File: config.mk
export PLATFORM = sky130hd
export DESIGN_NAME = dmem_access_ctrl
export DESIGN_NICKNAME = d
export VERILOG_FILES = /design/src/rtl/dmem_access_ctrl.sv
export SDC_FILE = /design/constraint.sdc
export NUM_CORES = 1
export LEC_CHECK = 0
export CORE_MARGIN = 10
export CORE_UTILIZATION = 48
export CTS_CLUSTER_DIAMETER = 80
export DETAILED_ROUTE_END_ITERATION = 6
export PLACE_DENSITY = 0.95
export SYNTH_ARGS = -nofsm -noshare
export SYNTH_HDL_FRONTEND = slang
export SYNTH_SLANG_ARGS = --single-unit
File: constraint.sdc
create_clock -name clk -period 5.26 [get_ports clk]
set_input_delay 1.052 -clock clk [delete_from_list [all_inputs] [get_ports clk]]
set_output_delay 1.052 -clock clk [all_outputs]
set_load 0.02 [all_outputs]
File: src/rtl/dmem_access_ctrl.sv
// Multi-cycle load/store controller for a single-port word memory.
// Sub-word stores use read-modify-write; sub-word loads are lane-selected and extended.
module dmem_access_ctrl #(
   parameter int AW = 8
) (
   input  logic          clk,
   input  logic          reset,
   input  logic          req_valid,
   output logic          req_ready,
   input  logic [5:0]    req_opcode,
   input  logic [31:0]   req_addr,
   input  logic [31:0]   req_wdata,
   output logic          rsp_valid,
   input  logic          rsp_ready,
   output logic [31:0]   rsp_rdata,
   output logic          rsp_err,
   output logic          mem_en,
   output logic          mem_we,
   output logic [AW-1:0] mem_addr,
   output logic [31:0]   mem_wdata,
   input  logic [31:0]   mem_rdata
);

   localparam logic [5:0] OP_LB  = 6'h20;
   localparam logic [5:0] OP_LH  = 6'h21;
   localparam logic [5:0] OP_LW  = 6'h23;
   localparam logic [5:0] OP_LBU = 6'h24;
   localparam logic [5:0] OP_LHU = 6'h25;
   localparam logic [5:0] OP_SB  = 6'h28;
   localparam logic [5:0] OP_SH  = 6'h29;
   localparam logic [5:0] OP_SW  = 6'h2B;

   typedef enum logic [2:0] {S_IDLE, S_RD, S_WAIT, S_WR, S_RESP} state_t;

   state_t        r_state;
   state_t        w_next;
   logic [5:0]    r_op;
   logic [1:0]    r_lane;
   logic [AW-1:0] r_addr;
   logic [31:0]   r_wdata;
   logic [31:0]   r_rdata;
   logic          r_err;

   logic          w_legal;
   logic          w_misal;
   logic          w_reqErr;
   logic          w_accept;
   logic          w_isLoad;
   logic [7:0]    w_byte;
   logic [15:0]   w_half;
   logic [31:0]   w_loadData;
   logic [31:0]   w_merged;

   // Request screening: illegal opcode, then out-of-range address, then misalignment.
   always_comb begin
      w_legal = 1'b1;
      w_misal = 1'b0;
      case (req_opcode)
         OP_LB, OP_LBU, OP_SB: w_misal = 1'b0;
         OP_LH, OP_LHU, OP_SH: w_misal = req_addr[0];
         OP_LW, OP_SW:         w_misal = |req_addr[1:0];
         default:              w_legal = 1'b0;
      endcase
      w_reqErr = !w_legal || ((req_addr >> (AW + 2)) != 32'd0) || w_misal;
   end

   assign w_accept = (r_state == S_IDLE) && req_valid;

   always_comb begin
      w_next    = r_state;
      req_ready = 1'b0;
      rsp_valid = 1'b0;
      mem_en    = 1'b0;
      mem_we    = 1'b0;
      case (r_state)
         S_IDLE: begin
            req_ready = 1'b1;
            if (req_valid) begin
               if (w_reqErr)                w_next = S_RESP;
               else if (req_opcode == OP_SW) w_next = S_WR;
               else                          w_next = S_RD;
            end
         end
         S_RD: begin
            mem_en = 1'b1;
            w_next = S_WAIT;
         end
         S_WAIT: w_next = w_isLoad ? S_RESP : S_WR;
         S_WR: begin
            mem_en = 1'b1;
            mem_we = 1'b1;
            w_next = S_RESP;
         end
         S_RESP: begin
            rsp_valid = 1'b1;
            if (rsp_ready) w_next = S_IDLE;
         end
         default: w_next = S_IDLE;
      endcase
   end

   always_ff @(posedge clk or posedge reset) begin
      if (reset) r_state <= S_IDLE;
      else       r_state <= w_next;
   end

   // Little-endian lane extraction for loads and lane insertion for sub-word stores.
   always_comb begin
      w_isLoad   = 1'b0;
      w_loadData = 32'd0;
      w_merged   = mem_rdata;
      w_byte     = mem_rdata[7:0];
      case (r_lane)
         2'd0: w_byte = mem_rdata[7:0];
         2'd1: w_byte = mem_rdata[15:8];
         2'd2: w_byte = mem_rdata[23:16];
         2'd3: w_byte = mem_rdata[31:24];
         default: w_byte = mem_rdata[7:0];
      endcase
      w_half = r_lane[1] ? mem_rdata[31:16] : mem_rdata[15:0];
      case (r_op)
         OP_LB: begin
            w_isLoad   = 1'b1;
            w_loadData = {{24{w_byte[7]}}, w_byte};
         end
         OP_LBU: begin
            w_isLoad   = 1'b1;
            w_loadData = {24'd0, w_byte};
         end
         OP_LH: begin
            w_isLoad   = 1'b1;
            w_loadData = {{16{w_half[15]}}, w_half};
         end
         OP_LHU: begin
            w_isLoad   = 1'b1;
            w_loadData = {16'd0, w_half};
         end
         OP_LW: begin
            w_isLoad   = 1'b1;
            w_loadData = mem_rdata;
         end
         OP_SB: begin
            case (r_lane)
               2'd0: w_merged[7:0]   = r_wdata[7:0];
               2'd1: w_merged[15:8]  = r_wdata[7:0];
               2'd2: w_merged[23:16] = r_wdata[7:0];
               2'd3: w_merged[31:24] = r_wdata[7:0];
               default: w_merged = mem_rdata;
            endcase
         end
         OP_SH: begin
            if (r_lane[1]) w_merged[31:16] = r_wdata[15:0];
            else           w_merged[15:0]  = r_wdata[15:0];
         end
         default: w_isLoad = 1'b0;
      endcase
   end

   // r_wdata doubles as the write word: raw store data for sw, merged word for sb/sh.
   always_ff @(posedge clk or posedge reset) begin
      if (reset) begin
         r_op    <= 6'd0;
         r_lane  <= 2'd0;
         r_addr  <= '0;
         r_wdata <= 32'd0;
         r_rdata <= 32'd0;
         r_err   <= 1'b0;
      end else if (w_accept) begin
         r_op    <= req_opcode;
         r_lane  <= req_addr[1:0];
         r_addr  <= req_addr[AW+1:2];
         r_wdata <= req_wdata;
         r_rdata <= 32'd0;
         r_err   <= w_reqErr;
      end else if (r_state == S_WAIT) begin
         if (w_isLoad) r_rdata <= w_loadData;
         else          r_wdata <= w_merged;
      end else if ((r_state == S_RESP) && rsp_ready) begin
         r_err <= 1'b0;
      end
   end

   assign rsp_rdata = r_rdata;
   assign rsp_err   = r_err;
   assign mem_addr  = r_addr;
   assign mem_wdata = r_wdata;

endmodule

==> metrics.csv, run 1 <==
metric;value;unit
wire per inst;22.13;um
worst path required time;5.52;ns
RD Place Congestion;0.9351;
M1 WL;6591;um
startpoint type of the worst setup path;flop;
WP data arrival;3.26;ns
IO Port Bufs;182;
Fin Setup TNS;0;ns
area share of the largest cell type after synthesis;44.78;%
Die Wd;118.9;um
drt total wl;17480;um
Worst slew margin;23.45;%
highest clock rate;333.9;MHz
largest net degree at the start of global routing;49;
dpl hpwl;13250;um
worst-path maximum fanout;14;
Final Hold Fails;0;
Crit. End Element;flop;
drt drc;0;
n_diodes;0;
Post-synth ARST share;100.0;%
final worst setup slack;2.265;ns
syn avg cell area;9.600;sq um
Netlist cell types;46;
total power;2.007;mW
P_leak;2.795;nW
FF/Latch Area;2102;sq um
status;complete, no violations;
Max Slew Vio Count;0;
vias;4842;
Finished Core Util;69.87;%
min-delay src;mem_addr[6];
yosys warns;0;
most common cell in the netlist;nand2_1;
Hold Buf Count CTS;0;
clock sink total;84;
core area;9639;sq um
setup bufs post-CTS;0;
Post-synth top cells;110 x nand2_1, 84 x dfrtp_1, 30 x a21oi_1, 30 x mux2i_1, 24 x a221o_1;
VDD IR max;0.1880;mV
Crit Path Category;reg2reg;
CTS Buf Count;9;
final setup violation count;0;
row cnt;36;
Tmin final;2.995;ns
sequential fraction of the synthesis area;44.78;%
Post-synth EDFFs;0;
synth top area cells;dfrtp_1 45%, nand2_1 8.8%, mux2i_1 6.4%;
highest routed metal layer;met4;
multi-input logic area;2396;sq um
global-route wire length before repair;27280;um
DIE AREA;14140;sq um
CTS tree;yes;
vias in the first global route;4862;
drt via density;6.129;
DR WL met2;8489;um
Final Net Count;758;
Ports;183;
Tot GR Track Use;24.04;%
ANT nets after route;0;
Max Root-Sink Buffers;2;
PD cells;297.9;nW/um^2
post-synthesis instance total;489;
FF-to-FF Start;r_op[2];
H-tree levels;3;
Synth Net Count;595;
Crit. Startpoint;r_op[2];
share of cells above drive strength 1;6.697;%
Synth Register Bits;84;
1st-pass router iterations;5;
Synth area leader;dfrtp_1;
Syn-to-layout area delta;43.47;%
Filler Cells Inserted;763;
clk root buf;clkbuf_8;
post-cts sizing count;0;
measured slew at the worst slew-check pin;1.148;ns
Setup WS pre-CTS;2.132;ns
die height;118.9;um
grt ovf;0;
initial core utilization;48.70;%
max_cap viols;0;
DR iter-0 viols;465;
clk slew on worst S/H paths;0.09;ns
fin crit share;56.93;%
initial antenna violation count;0;
RSZ-0062 raised after global routing;false;
Hold WC Path Type;reg2reg;
worst clock skew;0.008262;ns
met3 routed WL;1912;um
Post-Syn Area;4695;sq um
Main synth FF type;dfrtp_1;
worst skew pair latency;0.37;ns
## placed cells by master, fill, tap and decap left out, drive strengths merged, types with 2 or more instances in the layout
master and instances:
nor2b 5, a22o 8, mux2i 30, or3b 2, clkbuf 12, clkdlybuf4s50 182, a211oi 3, buf 4
nor3 5, nand2 110, a22oi 6, inv 3, a21oi 31, a221oi 8, nor4 8, nand3 12
o2bb2ai 6, nor2 22, a31oi 8, mux2 9, o31ai 15, a221o 24, o211ai 10, o21ai 21
dfrtp 84, nand2b 5, clkinv 3, or4 3, nor3b 4, and2 3, mux4 2
## through the flow
step / cells / area, sq um / hold WS, ns
after floorplan: 489 / 4695 / 0.4723
after global placement: 774 / 6533 / 0.4582
after detailed placement: 774 / 6533 / 0.4645
after CTS: 790 / 6735 / 0.4821
after global routing: 790 / 6735 / 0.5008
final: 790 / 6735 / 0.4792
## final timing paths
path                       slack, ns  cells after the start             to
max                             2.27                      5  mem_wdata[25]
min                             0.48                      2    mem_addr[6]
max reg2reg                     2.27                      5  mem_wdata[25]
min reg2reg                     0.48                      2    mem_addr[6]
max in group asynchronous       3.14                      3  rsp_rdata[14]
min in group asynchronous       1.07                      2  rsp_rdata[22]
## final cells by class
class                   instances  area share (%)
clock inverters                 4          0.7059
inverters                       4          0.2415
repair buffers                186           27.49
multi-input cells             367           35.57
well taps                     133           2.471
clock buffers                  12           2.304
flip-flops and latches         84           31.21
## kinds of logic (layout without fill, tap and decap cells)
family          Yosys count  in the layout  synth area share [%]
buf+inv                  38            206                 4.264
flops                    84             84                 44.78
simple gates            181            181                 18.10
mux                      41             41                 9.515
compound gates          145            145                 23.35
## layer usage
metal | up-vias | track usage (%)
li1 | 2140 | -
met1 | 2355 | 28.45
met2 | 305 | 39.88
met3 | 42 | 7.227
met4 | 0 | 10.15
met5 | - | 0
## sequential cells by signal (all words and copies together) (netlist names)
name       cells
mem_addr       8
mem_wdata     32
r_lane         2
r_op           6
r_state        3
rsp_err        1
rsp_rdata     32
## report_power, final
| part | switching [mW] | internal, mW | total, mW |
|---|---|---|---|
| clock | 0.242 | 0.244 | 0.486 |
| sequential | 0.0978 | 0.730 | 0.828 |
| combinational | 0.368 | 0.324 | 0.692 |
| total | 0.707 | 1.30 | 2.01 |
## critical path, stage by stage, from the launching register on
cell and delay (ns):
dfrtp_1 0.47, nand4bb_1 0.75, nor4_4 0.75, nor2_1 0.29
a221o_1 0.40, a22o_1 0.22
(Power assumes the default switching activity.)
==> inputs of run 2 (changes only) <==
CORE_UTILIZATION = 40   (was 48)
PLACE_DENSITY = 0.86   (was 0.95)
clock period = 2.6 ns   (was 5.26 ns; I/O delays follow)
==> metrics.csv, run 2 (synthesis results as in run 1) <==
metric;value;unit;change
P_leak;2.936;nW;+5.0%
max_cap viols;0;;unchanged
setup bufs post-CTS;0;;unchanged
grt ovf;0;;unchanged
global-route wire length before repair;27370;um;+0.33%
total power;4.498;mW;+120%
Worst slew margin;50.56;%;+27 points
VDD IR max;0.3208;mV;+71%
WP buf/inv;1;;+1
worst-path maximum fanout;9;;-5
worst clock skew;0.004521;ns;-0.003740 ns
Slowest Stage Delay on Critical Path;0.70;ns;-0.05 ns
clock sink total;84;;unchanged
core area;11470;sq um;+19%
Slowest cell on crit path;clkdlybuf4s50_1;;
CTS tree;yes;;
drt drc;0;;unchanged
RD Place Congestion;0.9845;;+5.3%
clk slew on worst S/H paths;0.06;ns;-0.03 ns
FF/Latch Area;2102;sq um;unchanged
Final Hold Fails;0;;unchanged
IO Port Bufs;182;;unchanged
ANT nets after route;0;;unchanged
final setup violation count;0;;unchanged
WP data arrival;1.84;ns;-1.42 ns
wire per inst;21.93;um;-0.93%
Final Net Count;775;;+2.2%
Setup WS pre-CTS;0.1564;ns;-1.975 ns
final worst setup slack;0.2448;ns;-2.021 ns
crit-path cells;nor3_1, clkdlybuf4s50_1;;
status;complete, no violations;;
commonest non-fill, non-tap cell in the layout;clkdlybuf4s50_1;;
multi-input logic area;2396;sq um;unchanged
n_diodes;0;;unchanged
Tot GR Track Use;21.07;%;-3.0 points
design area;7013;sq um;+4.1%
Fin Setup TNS;0;ns;unchanged
clk root buf;clkbuf_16;;
PD cells;641.4;nW/um^2;+120%
worst path required time;2.08;ns;-3.44 ns
Ports;183;;unchanged
Max Slew Vio Count;0;;unchanged
startpoint type of the worst setup path;flop;;
measured slew at the worst slew-check pin;0.7359;ns;-0.4124 ns
initial core utilization;40.94;%;-7.8 points
initial antenna violation count;0;;unchanged
commonest non-fill, non-tap cells in the layout;182 x clkdlybuf4s50_1, 109 x nand2_1, 84 x dfrtp_1;;
Crit. End Element;primary output;;
RSZ-0062 raised after global routing;false;;
Hold Buf Count CTS;0;;unchanged
fin crit share;90.59;%;
row cnt;39;;+8.3%
Crit Path Category;reg2out;;
Tmin final;2.355;ns;
Hold WC Path Type;reg2reg;;
Die Wd;128.3;um;+7.9%
CTS Buf Count;9;;unchanged
dpl hpwl;13860;um;+4.6%
vias;4858;;+0.33%
1st-pass router iterations;5;;unchanged
die height;128.3;um;+7.9%
drt via density;5.953;;-2.9%
post-cts sizing count;0;;unchanged
vias in the first global route;4932;;+1.4%
Max Root-Sink Buffers;2;;unchanged
highest clock rate;424.6;MHz;
largest net degree at the start of global routing;50;;+2.0%
share of cells above drive strength 1;9.064;%;+2.4 points
Syn-to-layout area delta;49.39;%;
CP delay by family, top;buffers and inverters;;
DR iter-0 viols;498;;+7.1%
placed cell area;6688;sq um;+2.4%
worst skew pair latency;0.34;ns;-0.03 ns
H-tree levels;3;;unchanged
DIE AREA;16470;sq um;+17%
Filler Cells Inserted;934;;+22%
drt total wl;17890;um;+2.3%
-- run 2: stage by stage --
stage / hold slack [ns] / util (%) / std cells
floorplan: 0.4723 / - / 489
global placement: 0.4564 / 58.32 / 801
detailed placement: 0.4666 / 58.32 / 801
CTS: 0.4925 / 61.16 / 816
global route: 0.5147 / 61.16 / 816
finish: 0.4864 / 61.16 / 816
-- run 2: layout make-up --
type | instances | area share, %
Clock buffer | 11 | 3.604
Clock inverter | 4 | 1.035
Inverter | 4 | 0.2676
Multi-Input combinational cell | 367 | 34.17
Sequential cell | 84 | 29.97
Tap cell | 143 | 2.551
Timing Repair Buffer | 203 | 28.40
-- run 2: final timing paths --
check / from / to / slack (ns) / depth (start not counted)
setup / recovery: r_state[0] / req_ready / 0.24 / 2
hold / removal: mem_addr[4] / mem_addr[4] / 0.49 / 2
setup reg to reg: r_op[1] / rsp_rdata[16] / 0.26 / 5
hold reg to reg: mem_addr[4] / mem_addr[4] / 0.49 / 2
max in group asynchronous: reset / mem_wdata[3] / 1.39 / 3
min in group asynchronous: reset / mem_wdata[21] / 0.59 / 2
-- run 2: layer usage --
metal | vias to the layer above | GRT usage (%) | wire length (um) | share of wire (%)
li1 | 2174 | - | - | -
met1 | 2309 | 24.72 | 6717 | 38
met2 | 312 | 34.07 | 8374 | 47
met3 | 63 | 7.885 | 2212 | 12
met4 | 0 | 8.742 | 586 | 3.3
met5 | - | 0 | 0 | 0
-- run 2: power by group --
group          switching, mW  internal, mW
Combinational          0.737         0.677
Clock                  0.511         0.887
Sequential             0.206          1.48
Total                   1.45          3.04
-- run 2: worst register-to-register path: stages (launching register included) --
cell and delay (ns):
dfrtp_1 0.58, nand2b_1 0.48, nor2_2 0.22, nand2_1 0.11, a211oi_4 0.66, a221o_1 0.22
